### config.mk
export PLATFORM = sky130hd
export DESIGN_NAME = if_fetch_unit
export DESIGN_NICKNAME = d
export VERILOG_FILES = /design/src/rtl/if_fetch_unit.sv
export SDC_FILE = /design/constraint.sdc
export NUM_CORES = 1
export LEC_CHECK = 0
export ABC_AREA = 0
export CAP_MARGIN = 20
export CORE_MARGIN = 2
export CORE_UTILIZATION = 35
export CTS_CLUSTER_SIZE = 40
export DETAILED_ROUTE_END_ITERATION = 8
export DONT_BUFFER_PORTS = 1
export PLACE_DENSITY = 0.51
export SETUP_SLACK_MARGIN = 0.5
export SLEW_MARGIN = 20
export SYNTH_ARGS = -nofsm -noshare
export SYNTH_HDL_FRONTEND = slang
export SYNTH_SLANG_ARGS = --single-unit
### constraint.sdc
create_clock -name clk -period 10.7 [get_ports clk]
set_input_delay 0 -clock clk [delete_from_list [all_inputs] [get_ports clk]]
set_output_delay 0 -clock clk [all_outputs]
set_load 0.01 [all_outputs]
### src/rtl/if_fetch_unit.sv
// Instruction fetch unit: issues word requests, buffers {pc, instruction pair} in a 2-entry FIFO.
// Optional IFU_STARVE_CNT_EN adds a saturating starve_cnt output counting cycles without a valid pair.
module if_fetch_unit #(
    parameter logic [31:0] RESET_VECTOR = 32'h0000_0000
) (
    input  logic        clk,
    input  logic        reset,
    output logic        imem_req,
    output logic [31:0] imem_addr,
    input  logic        imem_ack,
    input  logic [31:0] imem_rdata,
    input  logic        stall,
    input  logic        redirect,
    input  logic [31:0] redirect_pc,
    output logic [15:0] instr_set1,
    output logic [15:0] instr_set2,
    output logic [31:0] pc_out,
    output logic        valid_out,
    output logic        flush_out,
`ifdef IFU_STARVE_CNT_EN
    output logic [31:0] starve_cnt,
`endif
    output logic [1:0]  fsmState
);

    // Memory handshake: imem_req stays high with a stable imem_addr until the
    // single-cycle imem_ack, which may arrive in the same cycle the request rises.
    typedef enum logic [1:0] {FETCH = 2'd0, WAIT = 2'd1, HOLD = 2'd2, DISCARD = 2'd3} state_t;

    state_t      state, nextState;
    logic [31:0] fetchPc;
    logic [31:0] discardAddr;
    logic [31:0] pcMem   [2];
    logic [31:0] pairMem [2];
    logic        headPtr;
    logic [1:0]  count;
    logic [1:0]  countNext;
    logic        ackSeen;
    logic        accept;
    logic        pop;
    logic        wrIdx;

    assign ackSeen   = imem_ack && (state != HOLD);
    assign accept    = ackSeen && (state != DISCARD) && !redirect;
    assign pop       = valid_out && !stall && !redirect;
    assign countNext = redirect ? 2'd0 : (count + {1'b0, accept} - {1'b0, pop});
    assign wrIdx     = headPtr ^ count[0];

    always_ff @(posedge clk) begin
        if (reset) state <= FETCH;
        else       state <= nextState;
    end

    // A new request is only allowed when the post-cycle FIFO count leaves room,
    // so every acked pair is guaranteed a free slot.
    always_comb begin
        nextState = state;
        case (state)
            FETCH, WAIT: begin
                if (redirect)     nextState = ackSeen ? FETCH : DISCARD;
                else if (ackSeen) nextState = (countNext < 2'd2) ? FETCH : HOLD;
                else              nextState = WAIT;
            end
            HOLD:    nextState = (countNext < 2'd2) ? FETCH : HOLD;
            DISCARD: nextState = ackSeen ? FETCH : DISCARD;
            default: nextState = FETCH;
        endcase
    end

    always_comb begin
        imem_req   = !reset && (state != HOLD);
        imem_addr  = (state == DISCARD) ? discardAddr : fetchPc;
        valid_out  = !reset && (count != 2'd0);
        flush_out  = redirect;
        pc_out     = valid_out ? pcMem[headPtr] : 32'h0;
        instr_set1 = valid_out ? pairMem[headPtr][15:0] : 16'h0000;
        instr_set2 = valid_out ? pairMem[headPtr][31:16] : 16'h0000;
        fsmState   = state;
    end

    // fetchPc holds the redirect target while DISCARD keeps the old address on the bus.
    always_ff @(posedge clk) begin
        if (reset) begin
            fetchPc     <= RESET_VECTOR;
            discardAddr <= 32'h0;
            headPtr     <= 1'b0;
            count       <= 2'd0;
        end else begin
            if (redirect)    fetchPc <= redirect_pc;
            else if (accept) fetchPc <= fetchPc + 32'd4;
            if (nextState == DISCARD && state != DISCARD) discardAddr <= fetchPc;
            if (pop) headPtr <= ~headPtr;
            count <= countNext;
        end
    end

    always_ff @(posedge clk) begin
        if (accept) begin
            pcMem[wrIdx]   <= fetchPc;
            pairMem[wrIdx] <= imem_rdata;
        end
    end

`ifdef IFU_STARVE_CNT_EN
    always_ff @(posedge clk) begin
        if (reset)                                   starve_cnt <= 32'h0;
        else if (!valid_out && starve_cnt != 32'hFFFF_FFFF) starve_cnt <= starve_cnt + 32'd1;
    end
`endif

endmodule

======== After elaboration in Yosys (flattened, before gate mapping) ========
Memories as Yosys holds them, arrays and structs flattened. A register that Yosys moved wholly into a read port is not among the register bits.
Index checks and enable logic that the tools add are counted.
operators by class
  $add $sub $neg .......................... 3
  order comparisons ....................... 1
  equal/unequal tests ..................... 6
  multiplexer cells ....................... 18
  bitwise operators ....................... 2
  reduce and logical (&&, ||, !) cells .... 15
operator list
  cell                   count
  $mux 32                4
  $add 32x3->32 const B  1
  $mux 16                2
  $mux 2                 5
  $logic_and 1x1->1      8
  $eq 2x2->1 const B     3
  $mux 1                 6
  $pmux 2 s3             1
  $ne 2x2->1 const B     2
  $reduce_bool 2->1      2
  $logic_not 1->1        3
  $add 2x1->2            1
  $eq 2x1->1 const B     1
  $logic_not 2->1        1
  $lt 2x2->1 const B     1
  $reduce_or 2->1        1
  $sub 2x1->2            1
  $not 1->1              1
  $xor 1x1->1            1
storage, ports and cells
  bits in registers ....................... 69
  memory bits (writable) .................. 128
  input port bits ......................... 69
  output and inout port bits .............. 101
  word-level logic and storage cells ...... 52
  memories ................................ 2
memory list
  name     depth  bits a word  rd ports  clocked after Yosys merged registers in  write ports  line  text
  pairMem  2      32           1         1                                        1            34    logic [31:0] pairMem [2];
  pcMem    2      32           1         1                                        1            33    logic [31:0] pcMem [2];

======== Depth between registers and ports, before layout ========
Gate-level depths: netlist of the first run.
  depth in word-level cells ............... 14
  depth in mapped cells ................... 12
  gate-level depth less buffers ........... 9

======== Worst setup path before layout of the first run ========
OpenSTA, ideal clock, no wires.
  path type ............................... input port to flip-flop
  from .................................... input port redirect
  to ...................................... memory pairMem[0][0], enable pin
  library setup time ...................... 486 ps
  arrival ................................. 3647 ps
  data required time ...................... 10214 ps
  path slack .............................. 6567 ps
  stages on the path ...................... 6
  buffers on the path ..................... 3
  cell sequence ........................... clkbuf_1 inv_1 clkbuf_1 clkbuf_1 nand2_1 nor2_1
on the way
  cells in the longest elaborated chain, start to end .. 4
ends and longest elaborated chain
  what                          line  text
  start, declared               13    input logic redirect,
  $logic_not 1->1               44    assign accept = ackSeen && (state != DISCARD) && !redirect;
  $logic_and 1x1->1             44
  $mux 1                        98    if (accept) begin
  $mux 1 (implied by the code)  100   pairMem[wrIdx] <= imem_rdata;
  end, declared                 34
Every way passes these cells.

======== Worst setup path after layout of the first run ========
  from .................................... register fetchPc[13]
  to ...................................... register fetchPc[24]
on the way
  cells in the longest elaborated chain, start to end .. 3
ends and longest elaborated chain
  what                    line  text
  start, declared         31    logic [31:0] fetchPc;
  start signal, assigned  89    if (redirect) fetchPc <= redirect_pc;
  start signal, assigned  90    else if (accept) fetchPc <= fetchPc + 32'd4;
  $add 32x3->32           90
  $mux 32                 90
  $mux 32                 89
Every way passes these cells. The select of a mux whose other input is x is not followed.
A chain may end at the register's enable or synchronous reset.

==> reports/metrics.cfg, run 1 <==
[cts]
clk_pin_slew_ns = 0.08
post_cts_buffers = 0
ctsResizeCount = 0
cts_buffer_depth = 2
cts_buffers = 17
root_buffer = clkbuf_16
cts.htree.levels = 4
cts_sinks = 198
clk_latency_ns = 0.43
cts_tree = done

[synthesis]
synth_xor_area_share_pct = 1.34
synth.top_cell.area_share_pct = 45.3
synth_top_cell_by_area = edfxtp_1
synth-simple-area-share_pct = 13.9
syn_inst = 720
synth.mux.area_fraction_pct = 12.0
ys_types = 49
synthesis.area_sq_um = 8480
synthAdderAreaFrac_pct = 0.443
synth-seq-cells = 198
synth_nets = 792
async_reset_ff_share_pct = 0
synth_compound_area_share_pct = 7.29
ys_seq_area_share_pct = 61.9
syn_area_per_cell_sq_um = 11.8
synth_top_family_by_area = simple AND/OR/NAND/NOR gates
synth_edf_count = 128
yosysWarnings = 0
synth_area_leaders = edfxtp_1, dfxtp_1, mux2i_1
yosys_most_used_dff = edfxtp_1

[placed_design]
hpwl_mm = 13.9
finalWeightedCongestion = 0.794
io_buffers = 0
dp.cells = 992

[global_route]
grtUsageMet2_pct = 26.7
grt_most_used_layer = met2
antenna_found_initial = 0
grt_pass1_wl_mm = 33.4
grt_start_max_net_pins = 72
use_met3_pct = 5.38
grt_pass1_vias = 5682
grt_usage_pct = 16.9
grt_overflow = 0
met1_usage_pct = 22.4

[final_layout]
mostFrequentLayoutCells = edfxtp_1, nor2_1, nand2_1, dlygate4sd3_1, dfxtp_1
final_common_cell = edfxtp_1
final_util_pct = 42.8
antennaDiodeCount = 0
fin_nets = 836
drive_above_1_share_pct = 10.6
final-instance-count-excl-fill = 1096
nFillCells = 2234
area_growth_pct = 19.2

[sta]
skew_ns = 0.0153
period_needed_ns = 2.68
grt_setup_unrepaired = false
hold_violations = 0
relSlewSlack_pct = 35.9
finalMaxSlewViolations = 0
worst_slew_pin_slew_ns = 0.958
finalSetupTns_ns = 0
fmax_mhz = 373
post-route-period-util_pct = 25.0
setup_viol = 0

[floorplanning]
die_x_um = 160
core_sq_um = 23600
dieArea_sq_um = 25500
rows = 56
pin_count = 170
die_h_um = 160
start_util_pct = 35.9

[power]
combPwrFrac_pct = 6.8
switchingPower_uw = 408
p_sw_share_pct = 24.7
ir_drop_mv = 0.113
intPower_mw = 1.24
pwr-share-seq_pct = 52.9
fin_total_pwr_mw = 1.65
power_per_cell_area_nw_per_um2 = 163
leakagePower_nw = 3.29
clkPwrFrac_pct = 40.4

[route]
drtIter0Drc = 284
ant_nets = 0
num_vias = 5710
vias_per_cell = 5.21
wire_per_inst_um = 19.7
dr.pass1.iters = 7
drcViolationCount = 0
drt_wl_total_mm = 21.6

[worst_setup_path]
cp-end-kind = flop
start_kind = flop
setup.worst_path.class = flop to flop
cp-startpoint = fetchPc[13]
critical_path_arrival_ns = 2.98
r2r_start = fetchPc[13]
worstPathMaxFanout = 15
required_ns = 11.00
r2r_slack_ns = 8.02

[hold_path]
hp-class = input port to primary output
min_from = redirect

[run]
cap_violations = 0

[outcome]
status = complete, no violations

sequential cells by signal (all words and copies together) (netlist names), named ones only:
register	cells
discardAddr	32
count	2
pcMem	64
pairMem	64
headPtr	1
fetchPc	32
fsmState	2
power by group through the flow:
stage	clock network [mW]	registers [mW]	logic [mW]
CTS	0.682	0.872	0.113
floorplan	0	0.876	0.0730
global placement	0	0.888	0.0815
global route	0.713	0.877	0.123
detailed placement	0	0.890	0.0822
finish	0.666	0.872	0.112
routing by layer:
metal	vias to the layer above	share of wire, %
li1	2720	-
met1	2775	45
met2	196	46
met3	19	7.6
met4	0	1.2
met5	-	0
cells by family after synthesis:
group,after synthesis
muxes,98
DFF,198
and+or+nand+nor,252
xor gates and xnor gates,13
AOI/OAI and AO/OA,93
buffers and inverters,63
adders and majority gates,3
synthesized netlist by cell type (all sizes together), types with 10 or more instances:
| master | count |
|---|---|
| mux2 | 32 |
| buf | 18 |
| a21oi | 37 |
| edfxtp | 128 |
| clkbuf | 36 |
| or4 | 11 |
| nor3 | 10 |
| nand4 | 11 |
| a311oi | 11 |
| nor2 | 96 |
| nand3 | 11 |
| nand2 | 81 |
| dfxtp | 70 |
| a211oi | 10 |
| mux2i | 66 |
what timing repair did:
action | in CTS | in global routing
hold buffers | 72 | 0
endpoints found under the hold margin | 134 | 0
setup endpoints to repair | 0 | 0
metrics by stage:
step                      hold slack [ns]  instance area, sq um  worst slack (ns)
after floorplan                    0.0918                  8480              6.57
after global placement           0.000689                  8730              8.26
after detailed placement         0.000747                  8730              8.05
after CTS                        0.000372                 10100              8.05
after global routing             0.000334                 10100              7.85
final                            0.000219                 10100              8.02
final timing paths:
path	end	depth (start not counted)
worst min-delay path	flush_out	0
worst max register to register	fetchPc[24]	4
worst min register to register	discardAddr[27]	2
worst max-delay path	fetchPc[24]	4
final cells by class:
type | count | area [sq um] | share of cell area (%)
clock buffer | 18 | 450 | 4.46
clock inverter | 14 | 181 | 1.80
inverter | 9 | 33.8 | 0.334
multi-input combinational | 459 | 3000 | 29.7
sequential | 198 | 5250 | 52.0
tap | 319 | 399 | 3.95
timing repair buffer | 79 | 791 | 7.83
worst max-delay path, stage by stage (launching register included):
cell and delay [ns]:
dfxtp_1 0.53, nand4_1 0.53, or4_1 0.78, or2_0 0.29, a2111oi_0 0.41
(Power assumes the default switching activity.)
==> run 2, diff against run 1 <==
==> constraint.sdc (replaced) <==
create_clock -name clk -period 2.7 [get_ports clk]
set_input_delay 0 -clock clk [delete_from_list [all_inputs] [get_ports clk]]
set_output_delay 0 -clock clk [all_outputs]
set_load 0.01 [all_outputs]
==> run 2 against run 1 <==
Compared with the run above: register-to-register slack got worse by 7.5 ns; first-iteration DRC count increased by 21%; critical endpoint is now fetchPc[20]; sequential power increased to 3.9 times the previous value; maximum frequency increased by 22%; critical path depth increased by 1.
==> reports/metrics.cfg, run 2 (same netlist as run 1, synthesis figures left out) <==
[final_layout]
mostFrequentLayoutCells = edfxtp_1, nor2_1, dlygate4sd3_1, nand2_1, mux2i_1  ; was edfxtp_1, nor2_1, nand2_1, dlygate4sd3_1, dfxtp_1
nFillCells = 2174  ; was 2234
final_common_cell = edfxtp_1  ; unchanged
fin_nets = 864  ; was 836
multi_input_area_sq_um = 3050  ; was 3000 sq um
drive_above_1_share_pct = 14.4  ; was 10.6%
largestRegisters = pairMem: 64 flops, pcMem: 64 flops  ; unchanged
ff_latch_area_sq_um = 5260  ; was 5250 sq um
final-instance-count-excl-fill = 1124  ; was 1096
area_growth_pct = 23.1  ; was 19.2%
antennaDiodeCount = 0  ; unchanged

[power]
combPwrFrac_pct = 7.6  ; was 6.8%
power_per_cell_area_nw_per_um2 = 628  ; was 163 nW/um^2
switchingPower_mw = 1.62  ; was 408 uW
clkPwrFrac_pct = 39.8  ; was 40.4%
pwr-share-seq_pct = 52.5  ; was 52.9%
ir_drop_mv = 0.383  ; was 0.113 mV
leakagePower_nw = 3.43  ; was 3.29 nW
intPower_mw = 4.93  ; was 1.24 mW
fin_total_pwr_mw = 6.55  ; was 1.65 mW
p_sw_share_pct = 24.8  ; was 24.7%

[floorplanning]
rows = 56  ; unchanged
start_util_pct = 35.9  ; unchanged
die_h_um = 160  ; unchanged
die_x_um = 160  ; unchanged
core_sq_um = 23600  ; unchanged
pin_count = 170  ; unchanged
dieArea_sq_um = 25500  ; unchanged

[hold_path]
hp-class = input port to primary output  ; unchanged
min_path_cells = 0  ; unchanged
min_from = redirect  ; unchanged
hold_end = flush_out  ; unchanged

[worst_setup_path]
r2r_start = fetchPc[3]  ; was fetchPc[13]
setup.worst_path.class = flop to flop  ; unchanged
cpMostUsedCell = or4_4
start_kind = flop  ; unchanged
slowest_delay_ns = 0.62  ; was 0.78 ns
required_ns = 3.04  ; was 11.00 ns
path_cells = ha_4 -> nand4b_4 -> or4_4 -> or4_4 -> a311oi_2  ; was nand4_1 -> or4_1 -> or2_0 -> a2111oi_0
cp_top_family = simple AND/OR/NAND/NOR gates  ; unchanged
cp_slowest_cell = or4_4  ; was or4_1
critical_path_arrival_ns = 2.54  ; was 2.98 ns
reg2reg_to = fetchPc[20]  ; was fetchPc[24]
worstPathMaxFanout = 6  ; was 15
r2r_slack_ns = 0.50  ; was 8.02 ns
critPathBufInv = 0  ; unchanged
worstRegToRegCells = 5  ; was 4
cp-end-kind = flop  ; unchanged

[cts]
cts.htree.levels = 4  ; unchanged
cts_buffer_depth = 2  ; unchanged
root_buffer = clkbuf_16  ; unchanged
cts_tree = done  ; unchanged
clk_pin_slew_ns = 0.08  ; about the same
clk_latency_ns = 0.43  ; about the same
cts_buffers = 17  ; unchanged
cts_sinks = 198  ; unchanged

[route]
drt_wl_total_mm = 22.2  ; was 21.6 mm
vias_per_cell = 5.17  ; was 5.21
wire_per_inst_um = 19.7  ; about the same
drcViolationCount = 0  ; unchanged
dr.pass1.iters = 4  ; was 7
drtIter0Drc = 344  ; was 284
ant_nets = 0  ; unchanged
num_vias = 5813  ; was 5710

[sta]
finalMaxSlewViolations = 0  ; unchanged
relSlewSlack_pct = 42.5  ; was 35.9%
grt_setup_unrepaired = true  ; was false
skew_ns = 0.0145  ; was 0.0153 ns
hold_violations = 0  ; unchanged
setup_viol = 0  ; unchanged
post-route-period-util_pct = 81.4  ; was 25.0%
period_needed_ns = 2.20  ; was 2.68 ns
fmax_mhz = 455  ; was 373 MHz
finalSetupTns_ns = 0  ; unchanged
worst_slew_pin_slew_ns = 0.859  ; was 0.958 ns

[placed_design]
hpwl_mm = 14.0  ; was 13.9 mm
dp.cells = 1003  ; was 992
finalWeightedCongestion = 0.831  ; was 0.794
io_buffers = 0  ; unchanged

[global_route]
grt_pass1_wl_mm = 33.9  ; was 33.4 mm
grt_start_max_net_pins = 73  ; was 72
grt_pass1_vias = 5709  ; was 5682
grt_usage_pct = 17.2  ; was 16.9%
grt_overflow = 0  ; unchanged
antenna_found_initial = 0  ; unchanged

[run]
cap_violations = 0  ; unchanged

[outcome]
status = complete, no violations  ; unchanged

[run 2: worst max path at each step]
stage	startpoint	endpoint	slack, ns	cells after the start
after floorplan	fsmState[1]	pairMem[0][0]	0.51	5
after global placement	fetchPc[3]	fetchPc[20]	0.37	5
after detailed placement	fetchPc[3]	fetchPc[20]	0.27	5
after CTS	fetchPc[6]	fetchPc[20]	0.48	4
after global routing	fetchPc[2]	fetchPc[20]	0.45	5
final	fetchPc[3]	fetchPc[20]	0.50	5
[run 2: per-layer routing]
metal,share of wire [%],global-route usage (%)
met5,0,0
met4,0.72,3.39
met3,8.1,5.66
met2,47,27.9
met1,44,22.7
[run 2: power groups by stage]
stage	Clock (mW)	Sequential (mW)	Combinational [mW]
global route	2.81	3.46	0.551
global placement	0	3.50	0.351
CTS	2.70	3.44	0.493
floorplan	0	3.47	0.293
detailed placement	0	3.51	0.357
finish	2.61	3.44	0.501
[run 2: worst register-to-register path: cells and delay by family, from the launching register on]
family / cells / cell delay (ns)
compound gates: 1 / 0.27
fa+ha+maj: 1 / 0.16
flops: 1 / 0.38
simple gates: 3 / 1.28
[run 2: repair_timing]
item                                   CTS  global route
buffers inserted                         0             5
setup endpoints to repair                9            15
gates resized for setup                  7            11
hold buffers                            84             0
pin swaps                                0             6
endpoints found under the hold margin  134             0
[run 2: layout make-up]
| cell class | instances | area share (%) |
|---|---|---|
| sequential | 198 | 50.4 |
| multi-input combinational | 459 | 29.3 |
| timing repair buffer | 107 | 10.2 |
| clock buffer | 18 | 4.21 |
| tap | 319 | 3.83 |
| clock inverter | 14 | 1.67 |
| inverter | 9 | 0.324 |
[run 2: stage by stage]
stage | area, sq um | util [%] | hold slack (ns) | setup slack [ns]
finish | 10400 | 44.2 | 0.0000198 | 0.503
global route | 10400 | 44.2 | 0.0000402 | 0.454
floorplan | 8510 | - | 0.0918 | 0.512
CTS | 10400 | 43.9 | 0.000475 | 0.475
global placement | 8870 | 37.5 | 0.000705 | 0.368
detailed placement | 8870 | 37.5 | 0.000845 | 0.271
==> run 3, diff against run 2 <==
--- a/config.mk
+++ b/config.mk
@@ -5,7 +5,7 @@
 export SDC_FILE = /design/constraint.sdc
 export NUM_CORES = 1
 export LEC_CHECK = 0
-export ABC_AREA = 0
+export ABC_AREA = 1
 export CAP_MARGIN = 20
 export CORE_MARGIN = 2
 export CORE_UTILIZATION = 35
==> constraint.sdc (replaced) <==
create_clock -name clk -period 2.2 [get_ports clk]
set_input_delay 0 -clock clk [delete_from_list [all_inputs] [get_ports clk]]
set_output_delay 0 -clock clk [all_outputs]
set_load 0.01 [all_outputs]
==> run 3 against run 2 <==
Compared with the run above: clock-buffer cell count decreased by 1; clock power increased by 18%; synthesized cell count increased by 36%; sequential share of layout area down 4.9 points; final cell count up 27%; total power up 24%; core utilization is 0.43 points higher; flip-flop and latch count unchanged; highest routed layer unchanged.
==> reports/metrics.cfg, run 3 <==
[global_route]
grt_overflow = 0  ; unchanged
grt_start_max_net_pins = 66  ; was 73
antenna_found_initial = 0  ; unchanged
grt_usage_pct = 17.6  ; was 17.2%
grt_pass1_wl_mm = 37.6  ; was 33.9 mm
grt_pass1_vias = 6593  ; was 5709

[sta]
grt_setup_unrepaired = true  ; unchanged
finalMaxSlewViolations = 0  ; unchanged
post-route-period-util_pct = 82.2  ; was 81.4%
setup_viol = 0  ; unchanged
fmax_mhz = 553  ; was 455 MHz
hold_violations = 0  ; unchanged
period_needed_ns = 1.81  ; was 2.20 ns
relSlewSlack_pct = 58.8  ; was 42.5%
fin_hold_ws_ns = 0.00000573  ; was 0.0000198 ns
worst_slew_pin_slew_ns = 0.618  ; was 0.859 ns
skew_ns = 0.00999  ; was 0.0145 ns

[synthesis]
yosys_most_used_dff = edfxtp_1  ; unchanged
syn_area_per_cell_sq_um = 9.38  ; was 11.8 sq um
async_reset_ff_share_pct = 0  ; unchanged
ys_types = 36  ; was 49
ys_seq_area_share_pct = 56.9  ; was 61.9%
synth_nets = 1054  ; was 792
synth_edf_count = 128  ; unchanged
syn_inst = 982  ; was 720
synth_area_leaders = edfxtp_1, dfxtp_1, nand2_1  ; was edfxtp_1, dfxtp_1, mux2i_1
synth_top_cell_by_area = edfxtp_1  ; unchanged
synthesis.area_sq_um = 9210  ; was 8480 sq um
synth-seq-cells = 198  ; unchanged
yosysMostFrequentCell = nand2_1  ; was edfxtp_1
netlist_top_cells_count = nand2_1, inv_1, edfxtp_1  ; was edfxtp_1, nor2_1, nand2_1
synth.top_cell.area_share_pct = 41.7  ; was 45.3%
yosysWarnings = 0  ; unchanged

[route]
wire_per_inst_um = 17.7  ; was 19.7 um
drt_wl_total_mm = 25.2  ; was 22.2 mm
vias_per_cell = 4.87  ; was 5.17
num_vias = 6924  ; was 5813
drtIter0Drc = 419  ; was 344
dr.pass1.iters = 5  ; was 4
ant_nets = 0  ; unchanged
drcViolationCount = 0  ; unchanged

[worst_setup_path]
cp_slowest_cell = dfxtp_4  ; was or4_4
r2r_start = fsmState[1]  ; was fetchPc[3]
cpMostUsedCell = nor2_4  ; was or4_4
setup.worst_path.class = flop to flop  ; unchanged
cp_top_family = buffers and inverters  ; was simple AND/OR/NAND/NOR gates
start_kind = flop  ; unchanged
required_ns = 2.35  ; was 3.04 ns
critical_path_arrival_ns = 1.96  ; was 2.54 ns
cp-end-kind = flop  ; unchanged
worstPathMaxFanout = 8  ; was 6
critPathBufInv = 7  ; was 0
path_cells = inv_4 -> nor2_4 -> inv_2 -> nand3_4 -> nor2_4 -> inv_4 -> buf_4 -> buf_6 -> nor2_4 -> buf_12 -> clkbuf_16  ; was ha_4 -> nand4b_4 -> or4_4 -> or4_4 -> a311oi_2
slowest_delay_ns = 0.38  ; was 0.62 ns
cp-startpoint = fsmState[1]  ; was fetchPc[3]

[hold_path]
min_from = redirect  ; unchanged
hp-class = input port to primary output  ; unchanged

[cts]
clk_pin_slew_ns = 0.08  ; about the same
clk_latency_ns = 0.43  ; about the same
cts_tree = done  ; unchanged
cts_sinks = 198  ; unchanged
cts_buffers = 17  ; unchanged
root_buffer = clkbuf_16  ; unchanged
cts.htree.levels = 4  ; unchanged
cts_buffer_depth = 2  ; unchanged

[outcome]
status = complete, no violations  ; unchanged

[placed_design]
dp.cells = 1288  ; was 1003
io_buffers = 0  ; unchanged
hpwl_mm = 14.8  ; was 14.0 mm
postPlaceCellArea_sq_um = 9600  ; was 8870 sq um
finalWeightedCongestion = 0.834  ; was 0.831

[floorplanning]
die_x_um = 166  ; was 160 um
die_h_um = 166  ; was 160 um
dieArea_sq_um = 27600  ; was 25500 sq um
core_sq_um = 26000  ; was 23600 sq um
pin_count = 170  ; unchanged
start_util_pct = 35.4  ; was 35.9%
rows = 59  ; was 56

[power]
fin_total_pwr_mw = 8.14  ; was 6.55 mW
power_per_cell_area_nw_per_um2 = 702  ; was 628 nW/um^2
leakagePower_nw = 4.54  ; was 3.43 nW
ir_drop_mv = 0.388  ; was 0.383 mV

[final_layout]
final_common_cell = nand2_1  ; was edfxtp_1
drive_above_1_share_pct = 19.1  ; was 14.4%
fin_area_sq_um = 11600  ; was 10400 sq um
fin_nets = 1148  ; was 864
largestRegisters = pairMem: 64 flops, pcMem: 64 flops  ; unchanged
mostFrequentLayoutCells = nand2_1, inv_1, edfxtp_1, dlygate4sd3_1, mux2_2  ; was edfxtp_1, nor2_1, dlygate4sd3_1, nand2_1, mux2i_1
final-instance-count-excl-fill = 1423  ; was 1124
antennaDiodeCount = 0  ; unchanged
final_util_pct = 44.6  ; was 44.2%
area_growth_pct = 25.8  ; was 23.1%

[run]
cap_violations = 0  ; unchanged

[run 3: cell count changes after synthesis, sizes merged, moves of 11 or more]
cell	delta
mux2i	-66
o21ai	+84
or4	-11
clkbuf	-15
nand2	+141
nor2	-14
a311oi	-11
mux2	+32
a21oi	+21
inv	+142
nand3	+22
[run 3: power breakdown]
part           internal (mW)  total [mW]  switching, mW  leakage (nW)
Clock                   1.59        3.07           1.48         0.266
Combinational          0.358       0.815          0.457          2.49
Sequential              4.13        4.25          0.123          1.78
Total                   6.08        8.14           2.06          4.54
[run 3: metrics by stage]
step	TNS (ns)	worst slack [ns]
CTS	0	0.410
floorplan	-13.86	-0.119
global placement	0	0.219
global route	0	0.291
detailed placement	0	0.206
finish	0	0.391
[run 3: cell type report]
cell class	count	area [sq um]
clock buffer	17	425
inverter	151	582
timing repair buffer	121	1450
clock inverter	14	141
multi-input combinational	587	3290
sequential	198	5280
tap	335	419
fill	2518	14400
[run 3: worst paths after layout]
| check | cells after the start | slack, ns | end |
|---|---|---|---|
| setup reg to reg | 11 | 0.39 | pcMem[1][3] |
| setup / recovery | 11 | 0.39 | pcMem[1][3] |
| hold reg to reg | 2 | 0.45 | discardAddr[25] |
| hold / removal | 0 | 0.000006 | flush_out |
[run 3: kinds of logic after synthesis]
logic type / count (synthesis) / share of synthesized area (%)
XOR/XNOR: 7 / 0.666
buffers and inverters: 197 / 8.68
AND/OR/NAND/NOR: 351 / 16.4
multiplexers: 64 / 7.82
AO/OA/AOI/OAI: 162 / 9.10
flip-flops: 198 / 56.9
adder cells (fa/ha/maj): 3 / 0.408
[run 3: per-layer routing]
metal | GRT usage [%] | up-vias | share of wire (%)
met5 | 0 | - | 0
met4 | 5.43 | 0 | 1.5
met3 | 3.46 | 26 | 4.1
met2 | 29.8 | 160 | 48
met1 | 22.8 | 3331 | 46
li1 | - | 3407 | -
[run 3: timing repair]
item / in CTS / in global routing
pin swaps: 9 / 2
gates cloned: 4 / 8
hold buffers: 78 / 0
setup buffers: 8 / 6
resized for setup: 32 / 66
setup endpoints to repair: 200 / 219
hold endpoints to repair: 102 / 0
